### src/rtl/ariane_soc.sv
// SoC-wide constants shared by the crossbar and its default (error) slave.
package ariane_soc;

   // ID width seen by slaves behind the crossbar (master ID plus port select bits)
   localparam int unsigned IdWidthSlave = 5;

   // AXI decode-error response code
   localparam logic [1:0] AxiRespDecErr = 2'b11;

   // Recognisable filler returned on every read beat of an unmapped access
   localparam logic [63:0] ErrSlvRespData = 64'hBADC_AB1E_BADC_AB1E;

endpackage

### src/rtl/ariane_soc_err_slv_if.sv
// Reduced AXI4 channel bundle for the error slave: only the fields the
// responder consumes or produces are carried.
interface ariane_soc_err_slv_if #(
   parameter int unsigned IdWidth   = ariane_soc::IdWidthSlave,
   parameter int unsigned DataWidth = 64
);
   // write address
   logic                 aw_valid_i;
   logic                 aw_ready_o;
   logic [IdWidth-1:0]   aw_id_i;
   // write data
   logic                 w_valid_i;
   logic                 w_ready_o;
   logic                 w_last_i;
   // write response
   logic                 b_valid_o;
   logic                 b_ready_i;
   logic [IdWidth-1:0]   b_id_o;
   logic [1:0]           b_resp_o;
   // read address
   logic                 ar_valid_i;
   logic                 ar_ready_o;
   logic [IdWidth-1:0]   ar_id_i;
   logic [7:0]           ar_len_i;
   // read data
   logic                 r_valid_o;
   logic                 r_ready_i;
   logic [IdWidth-1:0]   r_id_o;
   logic [DataWidth-1:0] r_data_o;
   logic [1:0]           r_resp_o;
   logic                 r_last_o;

   // the error responder
   modport slave (
      input  aw_valid_i, aw_id_i, w_valid_i, w_last_i, b_ready_i,
             ar_valid_i, ar_id_i, ar_len_i, r_ready_i,
      output aw_ready_o, w_ready_o, b_valid_o, b_id_o, b_resp_o,
             ar_ready_o, r_valid_o, r_id_o, r_data_o, r_resp_o, r_last_o
   );

   // the crossbar side driving requests
   modport master (
      output aw_valid_i, aw_id_i, w_valid_i, w_last_i, b_ready_i,
             ar_valid_i, ar_id_i, ar_len_i, r_ready_i,
      input  aw_ready_o, w_ready_o, b_valid_o, b_id_o, b_resp_o,
             ar_ready_o, r_valid_o, r_id_o, r_data_o, r_resp_o, r_last_o
   );
endinterface

### src/rtl/ariane_soc_err_slv_rd.sv
// Read-side burst generator of the error slave: accepts one AR, then emits
// ar_len+1 DECERR beats carrying the filler pattern.
module ariane_soc_err_slv_rd
   import ariane_soc::*;
#(
   parameter int unsigned IdWidth   = IdWidthSlave,
   parameter int unsigned DataWidth = 64,
   parameter logic [63:0] RespData  = ErrSlvRespData
) (
   input  logic                 clk_i,
   input  logic                 rst_i,
   input  logic                 ar_valid_i,
   output logic                 ar_ready_o,
   input  logic [IdWidth-1:0]   ar_id_i,
   input  logic [7:0]           ar_len_i,
   output logic                 r_valid_o,
   input  logic                 r_ready_i,
   output logic [IdWidth-1:0]   r_id_o,
   output logic [DataWidth-1:0] r_data_o,
   output logic [1:0]           r_resp_o,
   output logic                 r_last_o
);

   typedef enum logic {
      R_IDLE = 1'b0,
      R_DATA = 1'b1
   } r_state_e;

   r_state_e           r_state_q, r_state_d;
   logic [7:0]         cnt_q, cnt_d;
   logic [IdWidth-1:0] id_q, id_d;

   // state, remaining-beat counter and captured ID
   always_ff @(posedge clk_i or posedge rst_i) begin
      if (rst_i) begin
         r_state_q <= R_IDLE;
         cnt_q     <= 8'd0;
         id_q      <= '0;
      end else begin
         r_state_q <= r_state_d;
         cnt_q     <= cnt_d;
         id_q      <= id_d;
      end
   end

   // next state: capture AR, count beats down, leave on the final beat
   always_comb begin
      r_state_d = r_state_q;
      cnt_d     = cnt_q;
      id_d      = id_q;
      case (r_state_q)
         R_IDLE: begin
            if (ar_valid_i) begin
               id_d      = ar_id_i;
               cnt_d     = ar_len_i;
               r_state_d = R_DATA;
            end
         end
         R_DATA: begin
            if (r_ready_i) begin
               // counter stops at zero; the zero-count beat is the last one
               if (cnt_q == 8'd0) begin
                  r_state_d = R_IDLE;
               end else begin
                  cnt_d = cnt_q - 8'd1;
               end
            end
         end
         default: r_state_d = R_IDLE;
      endcase
   end

   // outputs depend on registers only, so payload is stable while stalled
   assign ar_ready_o = (r_state_q == R_IDLE);
   assign r_valid_o  = (r_state_q == R_DATA);
   assign r_id_o     = id_q;
   assign r_data_o   = (r_state_q == R_DATA) ? RespData[DataWidth-1:0] : '0;
   assign r_resp_o   = (r_state_q == R_DATA) ? AxiRespDecErr : 2'b00;
   assign r_last_o   = (r_state_q == R_DATA) && (cnt_q == 8'd0);

endmodule

### src/rtl/ariane_soc_err_slv.sv
// Default slave of the ariane_soc crossbar: terminates every unmapped access
// with DECERR. Write path is handled inline, read bursts in the _rd submodule.
module ariane_soc_err_slv
   import ariane_soc::*;
#(
   parameter int unsigned IdWidth   = IdWidthSlave,
   parameter int unsigned DataWidth = 64,
   parameter logic [63:0] RespData  = ErrSlvRespData
) (
   input  logic               clk_i,
   input  logic               rst_i,
   ariane_soc_err_slv_if.slave bus
);

   typedef enum logic [1:0] {
      W_IDLE = 2'd0,
      W_DATA = 2'd1,
      W_RESP = 2'd2
   } w_state_e;

   w_state_e           w_state_q, w_state_d;
   logic [IdWidth-1:0] w_id_q, w_id_d;

   // write FSM state and the AW ID echoed back on B
   always_ff @(posedge clk_i or posedge rst_i) begin
      if (rst_i) begin
         w_state_q <= W_IDLE;
         w_id_q    <= '0;
      end else begin
         w_state_q <= w_state_d;
         w_id_q    <= w_id_d;
      end
   end

   // write next state: AW, then sink W until w_last, then hold B until taken
   always_comb begin
      w_state_d = w_state_q;
      w_id_d    = w_id_q;
      case (w_state_q)
         W_IDLE: begin
            if (bus.aw_valid_i) begin
               w_id_d    = bus.aw_id_i;
               w_state_d = W_DATA;
            end
         end
         W_DATA: begin
            // burst length from AW is not tracked; w_last alone ends the burst
            if (bus.w_valid_i && bus.w_last_i) begin
               w_state_d = W_RESP;
            end
         end
         W_RESP: begin
            if (bus.b_ready_i) begin
               w_state_d = W_IDLE;
            end
         end
         default: w_state_d = W_IDLE;
      endcase
   end

   // write-side outputs decoded from registers only
   assign bus.aw_ready_o = (w_state_q == W_IDLE);
   assign bus.w_ready_o  = (w_state_q == W_DATA);
   assign bus.b_valid_o  = (w_state_q == W_RESP);
   assign bus.b_id_o     = w_id_q;
   assign bus.b_resp_o   = (w_state_q == W_RESP) ? AxiRespDecErr : 2'b00;

   ariane_soc_err_slv_rd #(
      .IdWidth   (IdWidth),
      .DataWidth (DataWidth),
      .RespData  (RespData)
   ) i_rd (
      .clk_i      (clk_i),
      .rst_i      (rst_i),
      .ar_valid_i (bus.ar_valid_i),
      .ar_ready_o (bus.ar_ready_o),
      .ar_id_i    (bus.ar_id_i),
      .ar_len_i   (bus.ar_len_i),
      .r_valid_o  (bus.r_valid_o),
      .r_ready_i  (bus.r_ready_i),
      .r_id_o     (bus.r_id_o),
      .r_data_o   (bus.r_data_o),
      .r_resp_o   (bus.r_resp_o),
      .r_last_o   (bus.r_last_o)
   );

endmodule

### src/flat_wrapper.sv
// flat-port wrapper written by rule: the top's interface ports become plain ports
module ariane_soc_err_slv_flat import ariane_soc::*;
#(
   parameter int unsigned IdWidth   = IdWidthSlave,
   parameter int unsigned DataWidth = 64,
   parameter logic [63:0] RespData  = ErrSlvRespData
)
  (clk_i, rst_i, bus_aw_valid_i, bus_aw_id_i, bus_w_valid_i, bus_w_last_i, bus_b_ready_i, bus_ar_valid_i, bus_ar_id_i, bus_ar_len_i, bus_r_ready_i, bus_aw_ready_o, bus_w_ready_o, bus_b_valid_o, bus_b_id_o, bus_b_resp_o, bus_ar_ready_o, bus_r_valid_o, bus_r_id_o, bus_r_data_o, bus_r_resp_o, bus_r_last_o);
  ariane_soc_err_slv_if #(.IdWidth(IdWidth), .DataWidth(DataWidth)) bus_i ();
  input  logic clk_i;
  input  logic rst_i;
  input wire logic [$bits(bus_i.aw_valid_i)-1:0] bus_aw_valid_i;
  input wire logic [$bits(bus_i.aw_id_i)-1:0] bus_aw_id_i;
  input wire logic [$bits(bus_i.w_valid_i)-1:0] bus_w_valid_i;
  input wire logic [$bits(bus_i.w_last_i)-1:0] bus_w_last_i;
  input wire logic [$bits(bus_i.b_ready_i)-1:0] bus_b_ready_i;
  input wire logic [$bits(bus_i.ar_valid_i)-1:0] bus_ar_valid_i;
  input wire logic [$bits(bus_i.ar_id_i)-1:0] bus_ar_id_i;
  input wire logic [$bits(bus_i.ar_len_i)-1:0] bus_ar_len_i;
  input wire logic [$bits(bus_i.r_ready_i)-1:0] bus_r_ready_i;
  output wire logic [$bits(bus_i.aw_ready_o)-1:0] bus_aw_ready_o;
  output wire logic [$bits(bus_i.w_ready_o)-1:0] bus_w_ready_o;
  output wire logic [$bits(bus_i.b_valid_o)-1:0] bus_b_valid_o;
  output wire logic [$bits(bus_i.b_id_o)-1:0] bus_b_id_o;
  output wire logic [$bits(bus_i.b_resp_o)-1:0] bus_b_resp_o;
  output wire logic [$bits(bus_i.ar_ready_o)-1:0] bus_ar_ready_o;
  output wire logic [$bits(bus_i.r_valid_o)-1:0] bus_r_valid_o;
  output wire logic [$bits(bus_i.r_id_o)-1:0] bus_r_id_o;
  output wire logic [$bits(bus_i.r_data_o)-1:0] bus_r_data_o;
  output wire logic [$bits(bus_i.r_resp_o)-1:0] bus_r_resp_o;
  output wire logic [$bits(bus_i.r_last_o)-1:0] bus_r_last_o;
  assign bus_i.aw_valid_i = bus_aw_valid_i;
  assign bus_i.aw_id_i = bus_aw_id_i;
  assign bus_i.w_valid_i = bus_w_valid_i;
  assign bus_i.w_last_i = bus_w_last_i;
  assign bus_i.b_ready_i = bus_b_ready_i;
  assign bus_i.ar_valid_i = bus_ar_valid_i;
  assign bus_i.ar_id_i = bus_ar_id_i;
  assign bus_i.ar_len_i = bus_ar_len_i;
  assign bus_i.r_ready_i = bus_r_ready_i;
  assign bus_aw_ready_o = bus_i.aw_ready_o;
  assign bus_w_ready_o = bus_i.w_ready_o;
  assign bus_b_valid_o = bus_i.b_valid_o;
  assign bus_b_id_o = bus_i.b_id_o;
  assign bus_b_resp_o = bus_i.b_resp_o;
  assign bus_ar_ready_o = bus_i.ar_ready_o;
  assign bus_r_valid_o = bus_i.r_valid_o;
  assign bus_r_id_o = bus_i.r_id_o;
  assign bus_r_data_o = bus_i.r_data_o;
  assign bus_r_resp_o = bus_i.r_resp_o;
  assign bus_r_last_o = bus_i.r_last_o;
  ariane_soc_err_slv #(.IdWidth(IdWidth), .DataWidth(DataWidth), .RespData(RespData)) u_core (.clk_i(clk_i), .rst_i(rst_i), .bus(bus_i));
endmodule
### config.mk
export PLATFORM = sky130hd
export DESIGN_NAME = ariane_soc_err_slv_flat
export DESIGN_NICKNAME = d
export VERILOG_FILES = /design/src/rtl/ariane_soc.sv /design/src/rtl/ariane_soc_err_slv_if.sv /design/src/rtl/ariane_soc_err_slv_rd.sv /design/src/rtl/ariane_soc_err_slv.sv /design/src/flat_wrapper.sv
export SDC_FILE = /design/constraint.sdc
export NUM_CORES = 1
export LEC_CHECK = 0
export BUFFER_PORTS_ARGS = -buffer_cell sky130_fd_sc_hd__buf_2
export CAP_MARGIN = 20
export CORE_MARGIN = 3
export CORE_UTILIZATION = 38
export CTS_CLUSTER_SIZE = 28
export DETAILED_ROUTE_END_ITERATION = 6
export GPL_TIMING_DRIVEN = 0
export PLACE_DENSITY_LB_ADDON = 0.3
export SLEW_MARGIN = 20
export SYNTH_ARGS = -nofsm -noshare
export SYNTH_HDL_FRONTEND = slang
export SYNTH_HIERARCHICAL = 1
export SYNTH_SLANG_ARGS = --single-unit
### constraint.sdc
create_clock -name clk_i -period 2.09 [get_ports clk_i]
set_input_delay 0.418 -clock clk_i [delete_from_list [all_inputs] [get_ports clk_i]]
set_output_delay 0.418 -clock clk_i [all_outputs]
set_load 0.01 [all_outputs]
==> results.py, run 1 <==
metrics = {
    "outcome": {
        "outcome": "finished clean",
    },
    "floorplan": {
        "start_util_pct": 40.4,
        "die_area_um2": 5200,
        "die_h_um": 72.1,
        "core_area_um2": 4120,
        "die_x_um": 72.1,
        "rows": 23,
        "ioPinCount": 110,
    },
    "clock_tree": {
        "cts.sinks": 21,
        "clock_path_buffers": 2,
        "clkTransAtPathRegs_ns": 0.08,
        "root_buffer": "clkbuf_8",
        "hold_buffers": 0,
        "h-tree-depth": 1,
        "clock_latency_ns": 0.26,
        "cts_tree": "built",
        "cts_buffers": 3,
    },
    "detailed_routing": {
        "top_layer_used": "met4",
        "drtIter0Drc": 46,
        "route.met2.wl_um": 1680,
        "drc": 0,
        "wl_per_cell_um": 10.6,
        "route.met3.wl_um": 489,
        "vias_per_cell": 4.17,
        "wirelength_um": 3710,
        "met1_length_um": 1530,
        "postRouteAntennaNets": 0,
        "vias": 1457,
        "firstDrtPassIters": 4,
    },
    "synth": {
        "yosysUniqueCellTypes": 37,
        "yosys.area.top_type": "dfrtp_1",
        "yosys_register_bits": 21,
        "syn_inst": 182,
        "seq_area_frac_synth_pct": 31.6,
        "synthesis.area_um2": 1660,
        "netlist.area_leader.share_pct": 31.6,
        "syn_avg_cell_area_um2": 9.13,
        "yosysWarnings": 6,
        "synthTopCellsByArea": "dfrtp_1, buf_4, nand2_1",
    },
    "placement": {
        "dp.cells": 340,
        "portBuffers": 83,
        "hpwl_um": 2900,
        "gp_congestion": 0.802,
    },
    "timing": {
        "worstMarginPinSlew_ns": 0.597,
        "slew_violations": 0,
        "rsz0062_at_grt": "yes",
        "final-hold-violation-count": 0,
        "period_minus_slack_ns": 2.06,
        "max_clock_freq_ghz": 0.484,
        "whs_ns": 0.0851,
        "skew_ns": 0.00144,
        "setup_violations": 0,
        "setup_tns_ns": 0,
        "maxSlewHeadroom_pct": 60.0,
        "finalCritPeriodShare_pct": 98.8,
    },
    "pwr": {
        "power_density_nw_per_um2": 1040,
        "power.leakage_nw": 1.25,
        "ir_drop_mv": 0.593,
    },
    "global_routing": {
        "overflow": 0,
        "first_global_vias": 1282,
        "antenna_found_initial": 0,
        "track_usage_pct": 13.2,
        "grt_max_degree": 23,
        "grt_pass1_wl_um": 5700,
    },
    "cells_and_area": {
        "layout_common_cells": "buf_2, buf_4, conb_1",
        "layout-drive-gt1-share_pct": 59.5,
        "n_antenna_cell": 0,
        "nNetsFinal": 328,
        "fill_cells": 381,
        "layout_commonest_cell": "buf_2",
        "area_growth_pct": 41.2,
        "final_cells": 349,
        "final_core_util_pct": 57.0,
    },
    "worst_setup_path": {
        "criticalPathCategory": "flop to output port",
        "end_kind": "output port",
        "worstPathRequired_ns": 1.67,
        "cp_max_fo": 2,
        "worst_setup_path_start_kind": "flop",
        "cp.arrival_ns": 1.65,
    },
    "flow_run": {
        "maxCapViolCount": 0,
    },
    "min_path": {
        "holdCritPathClass": "primary input to async pin",
    },
}
[metrics by stage]
| step | cell area, um^2 | power [mW] | setup slack, ns |
|---|---|---|---|
| global placement | 2230 | 2.04 | 0.0220 |
| finish | 2350 | 2.43 | 0.0250 |
| floorplan | 1760 | 1.65 | 0.223 |
| global route | 2350 | 2.62 | -0.0432 |
| detailed placement | 2230 | 2.07 | 0.0584 |
| CTS | 2330 | 2.40 | 0.00181 |
[final cells by class]
type / count / area, um^2 / area share, %
clock inverter: 1 / 5.00 / 0.213
multi-input combinational: 108 / 688 / 29.3
clock buffer: 3 / 41.3 / 1.76
timing repair buffer: 88 / 457 / 19.5
tap: 50 / 62.6 / 2.67
buffer: 72 / 541 / 23.0
sequential: 21 / 529 / 22.6
inverter: 6 / 22.5 / 0.960
[critical path: stages (launching register included)]
cell and delay [ns]:
dfrtp_1 0.41, inv_2 0.09, ha_4 0.13, or4b_4 0.47, nor3_2 0.12, buf_2 0.16
[state kept, by name (all words and copies together) (netlist names)]
register               flops
u_core/bus.b_id_o          5
u_core/i_rd/cnt_q          8
u_core/i_rd/r_id_o         5
u_core/i_rd/r_valid_o      1
u_core/w_state_q           2
[cell usage after synthesis]
master     count
mux2i_1        4
buf_4         68
a2bb2oi_1      3
ha_1           2
a21oi_1        3
nor4b_4        1
or3_1          2
a211oi_1       3
buf_6          2
nand2_1       24
nor4_1         1
or4b_1         1
nand2b_4       1
clkinv_1       1
a32o_1         1
a311oi_1       1
mux2_2         5
o21a_1         1
nand2b_1       1
nor3b_4        1
and2b_1        1
nor2b_1        2
and3_1         1
dfrtp_1       21
clkbuf_1       2
a21boi_1       3
nand3_1        1
o22ai_1        3
nor3_1         1
inv_1          5
o21ai_0        3
conb_1         1
a32oi_4        1
nor2_1         8
nand3b_1       1
nor3_2         1
o22a_1         1
[final timing paths]
kind / startpoint / endpoint / slack (ns) / cells after the start
setup / recovery: u_core/i_rd/cnt_q[1] / bus_r_last_o / 0.03 / 5
setup reg to reg: u_core/i_rd/r_valid_o / u_core/i_rd/cnt_q[5] / 0.29 / 6
hold reg to reg: u_core/i_rd/r_id_o[3] / u_core/i_rd/r_id_o[3] / 0.48 / 2
max in group asynchronous: rst_i / u_core/i_rd/r_valid_o / 1.47 / 2
hold / removal: rst_i / u_core/bus.b_id_o[4] / 0.09 / 2
min in group clk_i: bus_ar_id_i[3] / u_core/i_rd/r_id_o[3] / 0.35 / 3
[power breakdown]
part | switching [mW] | total, mW | internal (mW)
clock network | 0.134 | 0.267 | 0.133
logic | 0.625 | 1.38 | 0.751
registers | 0.196 | 0.788 | 0.592
[cell families (layout without fill, tap and decap cells)]
family / after synthesis / in the layout / synth area share [%]
other cells: 1 / 26 / 0.226
simple gates: 48 / 48 / 16.0
buf+inv: 78 / 170 / 33.9
mux: 9 / 9 / 5.80
fa+ha+maj: 2 / 2 / 1.51
compound gates: 23 / 23 / 11.0
flops: 21 / 21 / 31.6
[per-layer routing]
layer  up-vias  track usage [%]
li1        746                -
met1       632             16.9
met2        76             21.5
met3         3             3.88
met4         0             3.55
met5         -                0
[timing repair]
| item | CTS | global route |
|---|---|---|
| gates cloned | 0 | 0 |
| setup buffers | 4 | 1 |
| pin swaps | 1 | 0 |
| endpoints found under the setup margin | 2 | 1 |
| gates resized for setup | 6 | 1 |
No activity file was read; power rests on OpenSTA's default activity.
==> run 2, diff against run 1 <==
--- a/config.mk
+++ b/config.mk
@@ -7,7 +7,7 @@
 export LEC_CHECK = 0
 export BUFFER_PORTS_ARGS = -buffer_cell sky130_fd_sc_hd__buf_2
 export CAP_MARGIN = 20
-export CORE_MARGIN = 3
+export CORE_MARGIN = 8
 export CORE_UTILIZATION = 38
 export CTS_CLUSTER_SIZE = 28
 export DETAILED_ROUTE_END_ITERATION = 6
==> results.py, run 2 (synthesis gave the netlist of run 1 again) <==
metrics = {
    "clock_tree": {
        "cts_buffers": 3,
        "clock_latency_ns": 0.26,
        "root_buffer": "clkbuf_8",
        "hold_buffers": 0,
        "clock_path_buffers": 2,
        "h-tree-depth": 1,
        "cts_tree": "built",
        "clkTransAtPathRegs_ns": 0.08,
        "cts.sinks": 21,
    },
    "cells_and_area": {
        "fill_cells": 399,
        "layout-drive-gt1-share_pct": 59.9,
        "layout_commonest_cell": "buf_2",
        "layout_common_cells": "buf_2, buf_4, conb_1",
        "n_antenna_cell": 0,
        "top_register": "u_core/i_rd/cnt_q",
        "area_growth_pct": 42.3,
        "nNetsFinal": 328,
        "final_core_util_pct": 55.1,
        "largest_reg_flops": 8,
    },
    "pwr": {
        "ir_drop_mv": 0.571,
        "intPower_mw": 1.47,
        "swShare_pct": 39.7,
        "power_frac_seq_pct": 32.2,
        "power_switching_mw": 0.969,
        "power_frac_clock_pct": 10.9,
        "p_total_mw": 2.44,
        "power_density_nw_per_um2": 1030,
        "comb_power_share_pct": 56.9,
        "power.leakage_nw": 1.25,
    },
    "detailed_routing": {
        "firstDrtPassIters": 4,
        "vias": 1417,
        "wl_per_cell_um": 12.2,
        "postRouteAntennaNets": 0,
        "wirelength_um": 4270,
        "drtIter0Drc": 23,
        "drc": 0,
        "vias_per_cell": 4.04,
    },
    "flow_run": {
        "maxCapViolCount": 0,
    },
    "global_routing": {
        "antenna_found_initial": 0,
        "first_global_vias": 1345,
        "track_usage_pct": 11.5,
        "overflow": 0,
        "grt_pass1_wl_um": 6360,
        "grt_max_degree": 23,
    },
    "floorplan": {
        "die_h_um": 82.1,
        "die_area_um2": 6740,
        "ioPinCount": 110,
        "die_x_um": 82.1,
        "start_util_pct": 38.7,
        "core_area_um2": 4290,
        "rows": 24,
    },
    "timing": {
        "period_minus_slack_ns": 2.05,
        "maxSlewHeadroom_pct": 62.2,
        "setup_slack_ns": 0.0374,
        "rsz0062_at_grt": "yes",
        "max_clock_freq_ghz": 0.487,
        "whs_ns": 0.0818,
        "worstMarginPinSlew_ns": 0.566,
        "slew_violations": 0,
        "skew_ns": 0.00250,
        "setup_violations": 0,
        "final-hold-violation-count": 0,
        "finalCritPeriodShare_pct": 98.2,
    },
    "placement": {
        "hpwl_um": 3540,
        "post-place-ws_ns": 0.0582,
        "portBuffers": 83,
        "gp_congestion": 0.784,
    },
    "worst_setup_path": {
        "cp.arrival_ns": 1.63,
        "worst_setup_path_start_kind": "flop",
        "criticalPathCategory": "flop to output port",
        "r2r_cells": 6,
        "cp_max_fo": 2,
        "worstPathRequired_ns": 1.67,
        "end_kind": "output port",
    },
    "min_path": {
        "holdCritPathClass": "primary input to async pin",
    },
    "outcome": {
        "outcome": "finished clean",
    },
}
## run 2: cell types whose count changed in the layout (fill, tap and decap cells not counted)
cell,change
nor3_4,+1
clkinv_1,-1
clkinvlp_4,+1
buf_6,+1
buf_2,-1
nor3_2,-1
## run 2: worst paths after layout
kind / from / endpoint / slack (ns)
max: u_core/i_rd/cnt_q[1] / bus_r_last_o / 0.04
min: rst_i / u_core/bus.b_id_o[4] / 0.08
max reg2reg: u_core/i_rd/r_valid_o / u_core/i_rd/cnt_q[6] / 0.28
min reg2reg: u_core/i_rd/r_id_o[2] / u_core/i_rd/r_id_o[2] / 0.48
max in group asynchronous: rst_i / u_core/i_rd/r_valid_o / 1.46
min in group clk_i: bus_ar_id_i[4] / u_core/i_rd/r_id_o[4] / 0.35
## run 2: power groups by stage
| stage | clock, mW | sequential, mW | combinational [mW] |
|---|---|---|---|
| 5_1_grt | 0.291 | 0.825 | 1.54 |
| 3_5_place_dp | 0 | 0.809 | 1.29 |
| 3_3_place_gp | 0 | 0.800 | 1.27 |
| 2_1_floorplan | 0 | 0.820 | 0.830 |
| 4_1_cts | 0.281 | 0.790 | 1.38 |
| 6_report | 0.266 | 0.787 | 1.39 |
## run 2: timing repair
item / 4_1_cts / 5_1_grt
setup endpoints to repair: 2 / 1
setup buffers: 5 / 0
pin swaps: 1 / 0
gates resized for setup: 6 / 4
## run 2: cell type report
cell class                 count  area [um^2]  share of cell area [%]
buffer                        72          541                    22.9
clock buffer                   3         41.3                    1.75
clock inverter                 1         5.00                   0.212
inverter                       6         26.3                    1.11
multi-input combinational    108          694                    29.4
sequential                    21          529                    22.4
tap                           52         65.1                    2.75
timing repair buffer          88          463                    19.6
## run 2: through the flow
| step | TNS [ns] | instance area (um^2) | instances |
|---|---|---|---|
| after floorplan | 0 | 1760 | 207 |
| after global placement | 0 | 2240 | 342 |
| after detailed placement | 0 | 2240 | 342 |
| after CTS | 0 | 2340 | 351 |
| after global routing | -0.0366 | 2360 | 351 |
| final | 0 | 2360 | 351 |
## run 2: worst max-delay path: stages (launching register included)
cell and delay, ns:
dfrtp_1 0.41, inv_2 0.09, ha_4 0.13, or4b_4 0.48, nor3_4 0.15, buf_6 0.13
## run 2: routing by layer
metal  part of all wire, %  track usage [%]
met5                     0                0
met2                    43             19.7
met3                    16             4.00
met4                  0.28             2.11
met1                    41             13.7
